### config.mk
export PLATFORM = sky130hd
export DESIGN_NAME = serial_subtractor
export DESIGN_NICKNAME = d
export VERILOG_FILES = /design/src/rtl/serial_subtractor.sv
export SDC_FILE = /design/constraint.sdc
export NUM_CORES = 1
export LEC_CHECK = 0
export CAP_MARGIN = 20
export CORE_MARGIN = 2
export CORE_UTILIZATION = 48
export CTS_BUF_LIST = sky130_fd_sc_hd__clkbuf_4 sky130_fd_sc_hd__clkbuf_8
export DETAILED_ROUTE_END_ITERATION = 6
export HOLD_SLACK_MARGIN = 0.12
export PLACE_DENSITY = 0.86
export SLEW_MARGIN = 25
export SYNTH_ARGS = -nofsm -noshare
export SYNTH_HDL_FRONTEND = slang
export SYNTH_SLANG_ARGS = --single-unit
export TNS_END_PERCENT = 5
### constraint.sdc
create_clock -name clk -period 1.8 [get_ports clk]
set_clock_uncertainty 0.15 [all_clocks]
set_input_delay 0.27 -clock clk [delete_from_list [all_inputs] [get_ports clk]]
set_output_delay 0.27 -clock clk [all_outputs]
set_load 0.03 [all_outputs]
### src/rtl/serial_subtractor.sv
// rtl/serial_subtractor.sv - bit-serial unsigned subtractor, one full-subtractor cell, LSB first
// Start/done handshake; diff/borrow hold the last completed result.
module serial_subtractor #(
    parameter int WIDTH = 4
) (
    input  logic             clk,
    input  logic             rst,
    input  logic             start,
    input  logic [WIDTH-1:0] a,
    input  logic [WIDTH-1:0] b,
    output logic             busy,
    output logic             done,
    output logic [WIDTH-1:0] diff,
    output logic             borrow
);

    localparam int CW = (WIDTH > 2) ? $clog2(WIDTH) : 1;

    typedef enum logic [1:0] {
        ST_IDLE  = 2'd0,
        ST_SHIFT = 2'd1,
        ST_DONE  = 2'd2
    } state_t;

    state_t           state_q, state_d;
    logic [WIDTH-1:0] a_sh_q, a_sh_d;
    logic [WIDTH-1:0] b_sh_q, b_sh_d;
    logic [WIDTH-1:0] res_q, res_d;
    logic [WIDTH-1:0] diff_q, diff_d;
    logic             br_q, br_d;
    logic             borrow_q, borrow_d;
    logic [CW-1:0]    cnt_q, cnt_d;
    logic             x, y, d_bit, br_next;

    always_comb begin
        x       = a_sh_q[0];
        y       = b_sh_q[0];
        d_bit   = x ^ y ^ br_q;
        br_next = (~x & y) | (~(x ^ y) & br_q);

        state_d  = state_q;
        a_sh_d   = a_sh_q;
        b_sh_d   = b_sh_q;
        res_d    = res_q;
        diff_d   = diff_q;
        br_d     = br_q;
        borrow_d = borrow_q;
        cnt_d    = cnt_q;

        case (state_q)
            ST_IDLE: begin
                if (start) begin
                    a_sh_d  = a;
                    b_sh_d  = b;
                    br_d    = 1'b0;
                    cnt_d   = '0;
                    state_d = ST_SHIFT;
                end
            end
            ST_SHIFT: begin
                a_sh_d = a_sh_q >> 1;
                b_sh_d = b_sh_q >> 1;
                res_d  = {d_bit, res_q[WIDTH-1:1]};
                br_d   = br_next;
                cnt_d  = cnt_q + 1'b1;
                // Last bit: publish the fully shifted result together with the final borrow.
                if (cnt_q == CW'(WIDTH - 1)) begin
                    diff_d   = {d_bit, res_q[WIDTH-1:1]};
                    borrow_d = br_next;
                    state_d  = ST_DONE;
                end
            end
            ST_DONE: begin
                state_d = ST_IDLE;
            end
            default: begin
                state_d = ST_IDLE;
            end
        endcase
    end

    always_ff @(posedge clk) begin
        if (rst) begin
            state_q  <= ST_IDLE;
            a_sh_q   <= '0;
            b_sh_q   <= '0;
            res_q    <= '0;
            diff_q   <= '0;
            br_q     <= 1'b0;
            borrow_q <= 1'b0;
            cnt_q    <= '0;
        end else begin
            state_q  <= state_d;
            a_sh_q   <= a_sh_d;
            b_sh_q   <= b_sh_d;
            res_q    <= res_d;
            diff_q   <= diff_d;
            br_q     <= br_d;
            borrow_q <= borrow_d;
            cnt_q    <= cnt_d;
        end
    end

    assign busy   = (state_q == ST_SHIFT);
    assign done   = (state_q == ST_DONE);
    assign diff   = diff_q;
    assign borrow = borrow_q;

endmodule

==> impl_metrics.toml <==
[outcome]
outcome = "complete, no violations"

[die]
chipWidth_um = 47.8
io_pins = 18
rows = 15
die_area_um2 = 2290
die_h_um = 47.8
core_area_um2 = 1760
start_util = 0.523

[timing]
period_share = 0.968
setup_viol = 0
fin_ws_ns = 0.0576
relSlewSlack = 0.789
finalHoldViolCount = 0
drv_slew = 0
fin_crit_ns = 1.74
setup_tns_ns = 0
rsz0062_at_grt = "false"
worstMarginPinSlew_ns = 0.315
max_freq_ghz = 0.574

[grt]
antenna_found_initial = 0
grt_use_total = 0.175
overflow = 0
grt_pass1_wl_um = 2800
grt_max_degree = 22
grt_pass1_vias = 657

[power]
p_leak_nw = 0.480
ir_drop_mv = 0.452
pwr_density_cell_nw_per_um2 = 760

[worst_hold_path]
hp-start = "diff[2]$_SDFFE_PP0P_"
holdPathEnd = "diff[2]$_SDFFE_PP0P_"
whs_path_depth = 2
hold_class = "flip-flop to flip-flop"

[cells_and_area]
diodes = 0
finalNetCount = 123
drive_gt1_frac = 0.202
area_growth_pct = 23.9
layout_commonest_cell = "dfxtp_1"
mostFrequentLayoutCells = "dfxtp_1, nor2_1, clkdlybuf4s50_1, mux2i_1, a211oi_2"

[synth]
yosys.area.top_type_share = 0.456
ys_seq_area_frac = 0.456
synthCells = 89
ys_ff_latch = 21
yosys-top-cells-area = "dfxtp_1, mux2i_1, a211oi_2, nor2_1, a22oi_1"
netlist_area_um2 = 922
avgSynthCellArea_um2 = 10.4
yosysWarnings = 0
syn-num-nets = 102
yosys.area.top_type = "dfxtp_1"
ys_types = 24

[routing]
drc_errors = 0
drt_iter0_drc = 8
drtPass1Iterations = 4
dr_total_vias = 683
viasPerCell = 5.10
wirelength_um = 1590
ant_nets = 0
wl_per_cell_um = 11.9

[critical_path]
r2r_start = "state_q[0]$_SDFFE_PP0P_"
r2r_slack_ns = 0.36
crit_required_ns = 1.38
worstSetupStartpointType = "flip-flop"
crit_path_max_fanout = 2
crit_family = "buffers and inverters"
rr_worst_depth = 4
critPathCaptureType = "primary output"
path_cells = "clkdlybuf4s50_1"
slowest_delay_ns = 0.67
r2r-end = "a_sh_q[1]$_SDFFE_PP0P_"
timing_worst_setup_path_type = "flip-flop to primary output"
path_buf_inv = 1
critical_path_arrival_ns = 1.32
cp_slowest_cell = "clkdlybuf4s50_1"

[place]
io_buffers = 17
dp_hpwl_um = 1160
place_congestion = 0.705
post-place-ws_ns = 0.125

[clock_network]
cts_max_path_buffers = 2
insertion_delay_ns = 0.30
cts_root_buf = "clkbuf_4"
numCtsBuffers = 3
clk_pin_slew_worst_paths_ns = 0.12
clock-sinks = 21
holdBufCountCts = 0
cts.htree.levels = 1
cts_tree = "done"

[run]
cap_violations = 0
## cell type report
class	instances	area [µm²]
Timing Repair Buffer	21	203
Inverter	4	15.0
Fill cell	149	622
Multi-Input combinational cell	59	445
Clock inverter	1	5.00
Tap cell	25	31.3
Clock buffer	3	22.5
Sequential cell	21	420
## timing repair
item                                    4_1_cts  5_1_grt
gates resized for setup                       1        3
pin swaps                                     0        0
hold endpoints to repair                      0        0
endpoints found under the setup margin        1        3
gates cloned                                  0        0
buffers inserted                              0        0
## flip-flops by register name, summed over array words and instances (netlist names)
| name | cells |
|---|---|
| a_sh_q | 4 |
| b_sh_q | 4 |
| diff | 4 |
| res_q | 3 |
| cnt_q | 2 |
| state_q | 2 |
| borrow | 1 |
| br_q | 1 |
## through the flow
stage                     power, mW  instance area (µm²)  instances  utilization  hold slack [ns]
after global routing          0.909                 1140        134        0.648            0.337
after CTS                     0.873                 1140        134        0.644            0.313
after floorplan               0.611                  922         89            -            0.185
after global placement        0.646                 1110        130        0.629            0.294
final                         0.868                 1140        134        0.648            0.312
after detailed placement      0.652                 1110        130        0.629            0.296
## cell families (layout without fill, tap and decap cells)
logic type	Yosys count	count (layout)	share of synthesized area
AO/OA/AOI/OAI	17	17	0.179
multiplexers	11	11	0.119
AND/OR/NAND/NOR	29	29	0.149
flip-flops	21	21	0.456
adder cells (fa/ha/maj)	2	2	0.0353
buffers and inverters	9	29	0.0610
## per-layer routing
metal / wire length, µm / GRT usage / part of all wire
met5: 0 / 0 / 0
met4: 53 / 0.0811 / 0.033
met3: 44 / 0.0340 / 0.028
met2: 748 / 0.291 / 0.47
met1: 747 / 0.217 / 0.47
## power by group
group	switching, mW	leakage, nW	internal [mW]
Sequential	0.0147	0.172	0.487
Clock	0.145	0.0177	0.0827
Combinational	0.0691	0.290	0.0692
Total	0.229	0.480	0.639
## synthesized netlist by cell type
cell type / number
a211oi_2: 7
a21oi_1: 4
a22oi_1: 4
buf_1: 1
buf_4: 1
buf_6: 1
buf_8: 1
clkbuf_1: 1
dfxtp_1: 21
fa_1: 1
ha_1: 1
inv_1: 4
mux2i_1: 11
nand2_1: 4
nand3_1: 4
nand3b_1: 1
nor2_1: 13
nor2_2: 3
nor2b_1: 1
nor2b_2: 1
nor3_1: 1
nor3b_1: 1
o21ba_4: 1
o21bai_2: 1
## worst max-delay path by stage
stage,cells past startpoint,end,from
2_1_floorplan,2,done,state_q[0]$_SDFFE_PP0P_
3_3_place_gp,2,done,state_q[1]$_SDFFE_PP0P_
3_5_place_dp,4,a_sh_q[1]$_SDFFE_PP0P_,start
4_1_cts,1,borrow,borrow$_SDFFE_PP0P_
5_1_grt,1,diff[3],diff[3]$_SDFFE_PP0P_
6_report,1,diff[2],diff[2]$_SDFFE_PP0P_
Power figures use the tool's default switching activity.
